--- config.mk ---
export PLATFORM = sky130hd
export DESIGN_NAME = turn_timer
export DESIGN_NICKNAME = d
export VERILOG_FILES = /design/src/rtl/game_pkg.sv /design/src/rtl/turn_timer_tick_gen.sv /design/src/rtl/turn_timer.sv
export SDC_FILE = /design/constraint.sdc
export NUM_CORES = 1
export LEC_CHECK = 0
export ABC_AREA = 1
export CAP_MARGIN = 20
export CELL_PAD_IN_SITES_DETAIL_PLACEMENT = 0
export CELL_PAD_IN_SITES_GLOBAL_PLACEMENT = 1
export CORE_MARGIN = 2
export CORE_UTILIZATION = 41
export DETAILED_ROUTE_END_ITERATION = 16
export PLACE_DENSITY_LB_ADDON = 0.1
export SLEW_MARGIN = 20
export SYNTH_ARGS = -nofsm -noshare
export SYNTH_HDL_FRONTEND = slang
export SYNTH_SLANG_ARGS = --single-unit
export TNS_END_PERCENT = 1
--- constraint.sdc ---
create_clock -name clk -period 3.25 [get_ports clk]
set_input_delay 0.325 -clock clk [delete_from_list [all_inputs] [get_ports clk]]
set_output_delay 0.325 -clock clk [all_outputs]
set_load 0.1 [all_outputs]
--- src/rtl/game_pkg.sv ---
// Shared types and defaults for the player-vs-PC game blocks.
//   timer_state_t        : turn timer states (IDLE, RUN, DONE), 2-bit encoding
//   DEFAULT_TURN_SECONDS : default turn length in seconds
//   DEFAULT_CLK_HZ       : default system clock frequency (cycles per second)
package game_pkg;

  typedef enum logic [1:0] {
    IDLE = 2'd0,
    RUN  = 2'd1,
    DONE = 2'd2
  } timer_state_t;

  localparam int unsigned DEFAULT_TURN_SECONDS = 15;
  localparam int unsigned DEFAULT_CLK_HZ       = 50_000_000;

endpackage

--- src/rtl/turn_timer_tick_gen.sv ---
// Prescaler for the turn timer: divides the system clock down to a
// one-cycle tick per CLK_HZ enabled cycles.
//   clk  : system clock
//   rst  : synchronous active-high reset, zeroes the count
//   clr  : synchronous clear, zeroes the count
//   en   : count enable
//   tick : high for one cycle when the count is at CLK_HZ-1 while en=1
module tick_gen
  import game_pkg::*;
#(
  parameter int unsigned CLK_HZ = DEFAULT_CLK_HZ,
  parameter int unsigned PRE_W  = (CLK_HZ > 1) ? $clog2(CLK_HZ) : 1
) (
  input  logic clk,
  input  logic rst,
  input  logic clr,
  input  logic en,
  output logic tick
);

  localparam logic [PRE_W-1:0] TERM = PRE_W'(CLK_HZ - 1);

  logic [PRE_W-1:0] count;

  assign tick = en && (count == TERM);

  // Wraps at CLK_HZ-1, so the PRE_W-bit counter never overflows.
  always_ff @(posedge clk) begin
    if (rst || clr) begin
      count <= '0;
    end else if (en) begin
      count <= tick ? '0 : count + 1'b1;
    end
  end

endmodule

--- src/rtl/turn_timer.sv ---
// Per-turn countdown timer feeding the game turn FSM.
//   clk       : system clock
//   rst       : synchronous active-high reset
//   start     : level from FSM, loads and starts the count from IDLE
//   move_done : player committed a move, stops the count without timeout
//   timeout   : registered one-cycle pulse when the count expires
//   running   : high while counting (state RUN)
//   secs_left : remaining whole seconds, binary
//   bcd_tens  : tens digit of secs_left
//   bcd_ones  : ones digit of secs_left
module turn_timer
  import game_pkg::*;
#(
  parameter int unsigned CLK_HZ       = DEFAULT_CLK_HZ,
  parameter int unsigned TURN_SECONDS = DEFAULT_TURN_SECONDS,
  parameter int unsigned PRE_W        = (CLK_HZ > 1) ? $clog2(CLK_HZ) : 1
) (
  input  logic       clk,
  input  logic       rst,
  input  logic       start,
  input  logic       move_done,
  output logic       timeout,
  output logic       running,
  output logic [6:0] secs_left,
  output logic [3:0] bcd_tens,
  output logic [3:0] bcd_ones
);

  timer_state_t state_q, state_d;
  logic [6:0]   secs_q, secs_d;
  logic         timeout_q, timeout_d;
  logic         tick;
  logic         pre_en;
  logic         pre_clr;
  logic [6:0]   rem;

  // Prescaler is held at zero outside RUN so the first tick lands exactly
  // CLK_HZ cycles after the load edge; move_done also clears it.
  assign pre_en  = (state_q == RUN);
  assign pre_clr = (state_q != RUN) || move_done;

  tick_gen #(
    .CLK_HZ (CLK_HZ),
    .PRE_W  (PRE_W)
  ) u_tick_gen (
    .clk  (clk),
    .rst  (rst),
    .clr  (pre_clr),
    .en   (pre_en),
    .tick (tick)
  );

  always_ff @(posedge clk) begin
    if (rst) begin
      state_q   <= IDLE;
      secs_q    <= '0;
      timeout_q <= 1'b0;
    end else begin
      state_q   <= state_d;
      secs_q    <= secs_d;
      timeout_q <= timeout_d;
    end
  end

  always_comb begin
    state_d   = state_q;
    secs_d    = secs_q;
    timeout_d = 1'b0;
    unique case (state_q)
      IDLE: begin
        if (start) begin
          state_d = RUN;
          secs_d  = 7'(TURN_SECONDS);
        end
      end
      RUN: begin
        // move_done outranks the final tick: the player beat the clock.
        if (move_done) begin
          state_d = IDLE;
        end else if (tick) begin
          if (secs_q == 7'd1) begin
            secs_d    = '0;
            timeout_d = 1'b1;
            state_d   = DONE;
          end else begin
            secs_d = secs_q - 7'd1;
          end
        end
      end
      DONE: begin
        // Held while start stays high so a level-held start cannot retrigger.
        secs_d = '0;
        if (!start) begin
          state_d = IDLE;
        end
      end
      default: begin
        state_d = IDLE;
      end
    endcase
  end

  // Binary to two-digit BCD by compare-subtract on weights 80/40/20/10.
  always_comb begin
    rem      = secs_q;
    bcd_tens = '0;
    for (int unsigned i = 0; i < 4; i++) begin
      if (rem >= 7'(10 << (3 - i))) begin
        rem               = rem - 7'(10 << (3 - i));
        bcd_tens[3 - i]   = 1'b1;
      end
    end
    bcd_ones = rem[3:0];
  end

  assign timeout   = timeout_q;
  assign running   = (state_q == RUN);
  assign secs_left = secs_q;

endmodule

==> qor.yml <==
setup_path:
  r2r-end: "secs_left[5]"
  reg2reg_slack_ns: 1.13
  crit_path_start_kind: "flop"
  crit_start: "secs_left[5]"
  worstPathArrival_ns: 2.75
  worstPathRequired_ns: 2.92
  critical_path_class: "reg -> out"
  critPathMaxFanout: 6
  timing.rr.start: "u_tick_gen.count[0]"
  r2r_cells: 10
  cp-end-kind: "output port"
  crit_end: "bcd_ones[1]"
job:
  cap_violations: 0
logic_synthesis:
  synthAdderAreaFrac_pct: 6.02
  synthesis.area_sq_mm: 0.00229
  synthSimpleGateAreaFrac_pct: 34.6
  synth_top_family_by_area: "simple AND/OR/NAND/NOR gates"
  synthMuxAreaShare_pct: 0
  synth_compound_area_share_pct: 12.4
  synth_nets: 342
  ys_seq_area_share_pct: 31.5
  syn_inst: 327
  yosysWarnings: 0
  syn_area_per_cell_sq_um: 6.99
  synth_cell_types: 34
  synth_seq_cells: 36
  synthXorXnorAreaFrac_pct: 5.75
layout:
  finalNonFillerCells: 428
  nets: 370
  stdcell_area_sq_mm: 0.00288
  final_cell_mix: "nand2_1, inv_1, nor2_1, dfxtp_1, nand3_1"
  final_common_cell: "nand2_1"
  area_growth_pct: 26.0
  drive_gt1_share_pct: 18.8
  antenna-diode-count: 0
  utilization_pct: 53.0
drt:
  viasPerCell: 4.89
  drtIter0Drc: 74
  routed-via-count: 2095
  drc_errors: 0
  firstDrtPassIters: 4
  wl_um: 5190
  routedWlPerCell_um: 12.1
  drtAntennaViolNets: 0
outcome:
  outcome: "complete, no violations"
floorplan:
  die_x_um: 78.7
  dieArea_sq_mm: 0.00619
  initial_core_util_pct: 42.0
  die_h_um: 78.7
  core_sq_mm: 0.00544
  row_count: 27
  ios: 21
clock_tree:
  cts.clk_slew.worst_paths_ns: 0.08
  htreeDepth: 2
  clock-root-buffer: "clkbuf_8"
  numCtsBuffers: 5
  cts_max_path_buffers: 2
  cts.sinks: 36
  cts_tree: "built"
  clock_latency_ns: 0.29
placement:
  portBuffers: 20
  placed_area_sq_mm: 0.00272
  placed_cells: 417
  dp_hpwl_um: 3960
  gp_congestion: 0.859
grt:
  grt_pass1_vias: 2066
  grt_max_degree: 17
  antenna_found_initial: 0
  grt_pass1_wl_um: 9010
  grt.overflow.total: 0
  grt_usage_pct: 18.2
timing:
  fin_crit_ns: 3.08
  finalHoldViolCount: 0
  maxSlewHeadroom_pct: 35.7
  fin_crit_sh_pct: 94.7
  whs_ns: 0.456
  slew_violations: 0
  setup_viol: 0
  fin_skew_ns: 0.0135
  worst_slew_pin_slew_ns: 0.962
  fmax_mhz: 325
worst_hold_path:
  min_path_type: "reg -> reg"
==> cells in the mapped netlist <==
library cell  count  share of area, %
nand2_1          55               9.0
inv_1            46               7.6
nor2_1           43               7.1
dfxtp_1          36                32
nand3_1          20               4.4
nor3_1           14               3.1
o21ai_0          14               3.1
a21oi_1          13               2.8
xor2_1           13               5.0
ha_1             11               6.0
inv_2             7               1.1
nand2_4           6               3.0
nand4_1           6               1.6
nand2_2           5               1.4
nor4_1            5               1.4
a211oi_1          4               1.3
nor3b_1           4               1.3
nand3_2           3               1.3
o21a_1            3              0.99
o21ai_2           3               1.1
buf_2             2              0.44
xnor2_1           2              0.77
a21o_2            1              0.38
a21oi_4           1              0.71
a31oi_1           1              0.27
buf_4             1              0.33
clkbuf_1          1              0.16
nand3b_1          1              0.33
nor2_2            1              0.27
nor4_2            1              0.55
o211a_1           1              0.44
o211ai_1          1              0.33
o21ai_1           1              0.22
o21ai_4           1              0.71
==> timing repair <==
item / 4_1_cts / 5_1_grt
gates resized for setup: 0 / 10
setup buffers: 0 / 3
hold buffers: 0 / 0
setup endpoints to repair: 0 / 2
==> critical path, cell delays in order (launching register included) <==
cell,delay [ns]
dfxtp_4,0.38
inv_4,0.05
ha_4,0.16
ha_4,0.26
inv_2,0.04
a21oi_4,0.23
inv_4,0.10
nand2_8,0.07
nand2_2,0.05
nand2_2,0.08
nand2_4,0.08
nand2_8,0.07
nand2_4,0.05
nand2_2,0.09
inv_2,0.05
ha_4,0.15
nand2_2,0.07
nand2_4,0.08
nand2_8,0.09
nand2_4,0.07
nand2_8,0.09
buf_12,0.16
==> cells by family (layout without fill, tap and decap cells) <==
kind of cell,after synthesis,count (layout)
compound gates,44,44
fa+ha+maj,11,11
buf+inv,57,86
simple gates,164,164
xor+xnor,15,15
flops,36,36
==> registers in the layout, summed over array words and instances (netlist names) <==
register          flops
secs_left             7
state_q               2
timeout               1
u_tick_gen.count     26
==> worst min path at each step <==
stage	startpoint	to	slack, ns	depth (start not counted)
CTS	u_tick_gen.count[0]	u_tick_gen.count[0]	0.46	1
global placement	u_tick_gen.count[0]	u_tick_gen.count[0]	0.43	1
finish	u_tick_gen.count[0]	u_tick_gen.count[0]	0.46	1
detailed placement	u_tick_gen.count[0]	u_tick_gen.count[0]	0.44	1
floorplan	rst	secs_left[0]	0.40	1
global route	u_tick_gen.count[0]	u_tick_gen.count[0]	0.48	1
==> metrics by stage <==
step | setup slack (ns) | TNS [ns]
after floorplan | 0.00741 | 0
after global placement | 0.416 | 0
after detailed placement | 0.373 | 0
after CTS | 0.0516 | 0
after global routing | -0.0166 | -0.0166
final | 0.173 | 0
==> per-layer routing <==
| metal | GRT usage [%] | up-vias | share of wire (%) |
|---|---|---|---|
| li1 | - | 1118 | - |
| met1 | 20.9 | 951 | 45 |
| met2 | 33.9 | 22 | 52 |
| met3 | 3.10 | 4 | 2.3 |
| met4 | 5.79 | 0 | 0.85 |
| met5 | 0 | - | 0 |
==> area by class of cell <==
class,instances,area [sq um]
multi-input cells,234,1500
repair buffers,25,268
clock buffers,7,76.3
inverters,53,206
flip-flops and latches,36,733
clock inverters,1,5.00
well taps,72,90.1
fillers,549,2560
Power is left out: the tool's default activity adds up to more than one toggle a clock period on the data nets, which glitch-free logic cannot reach.
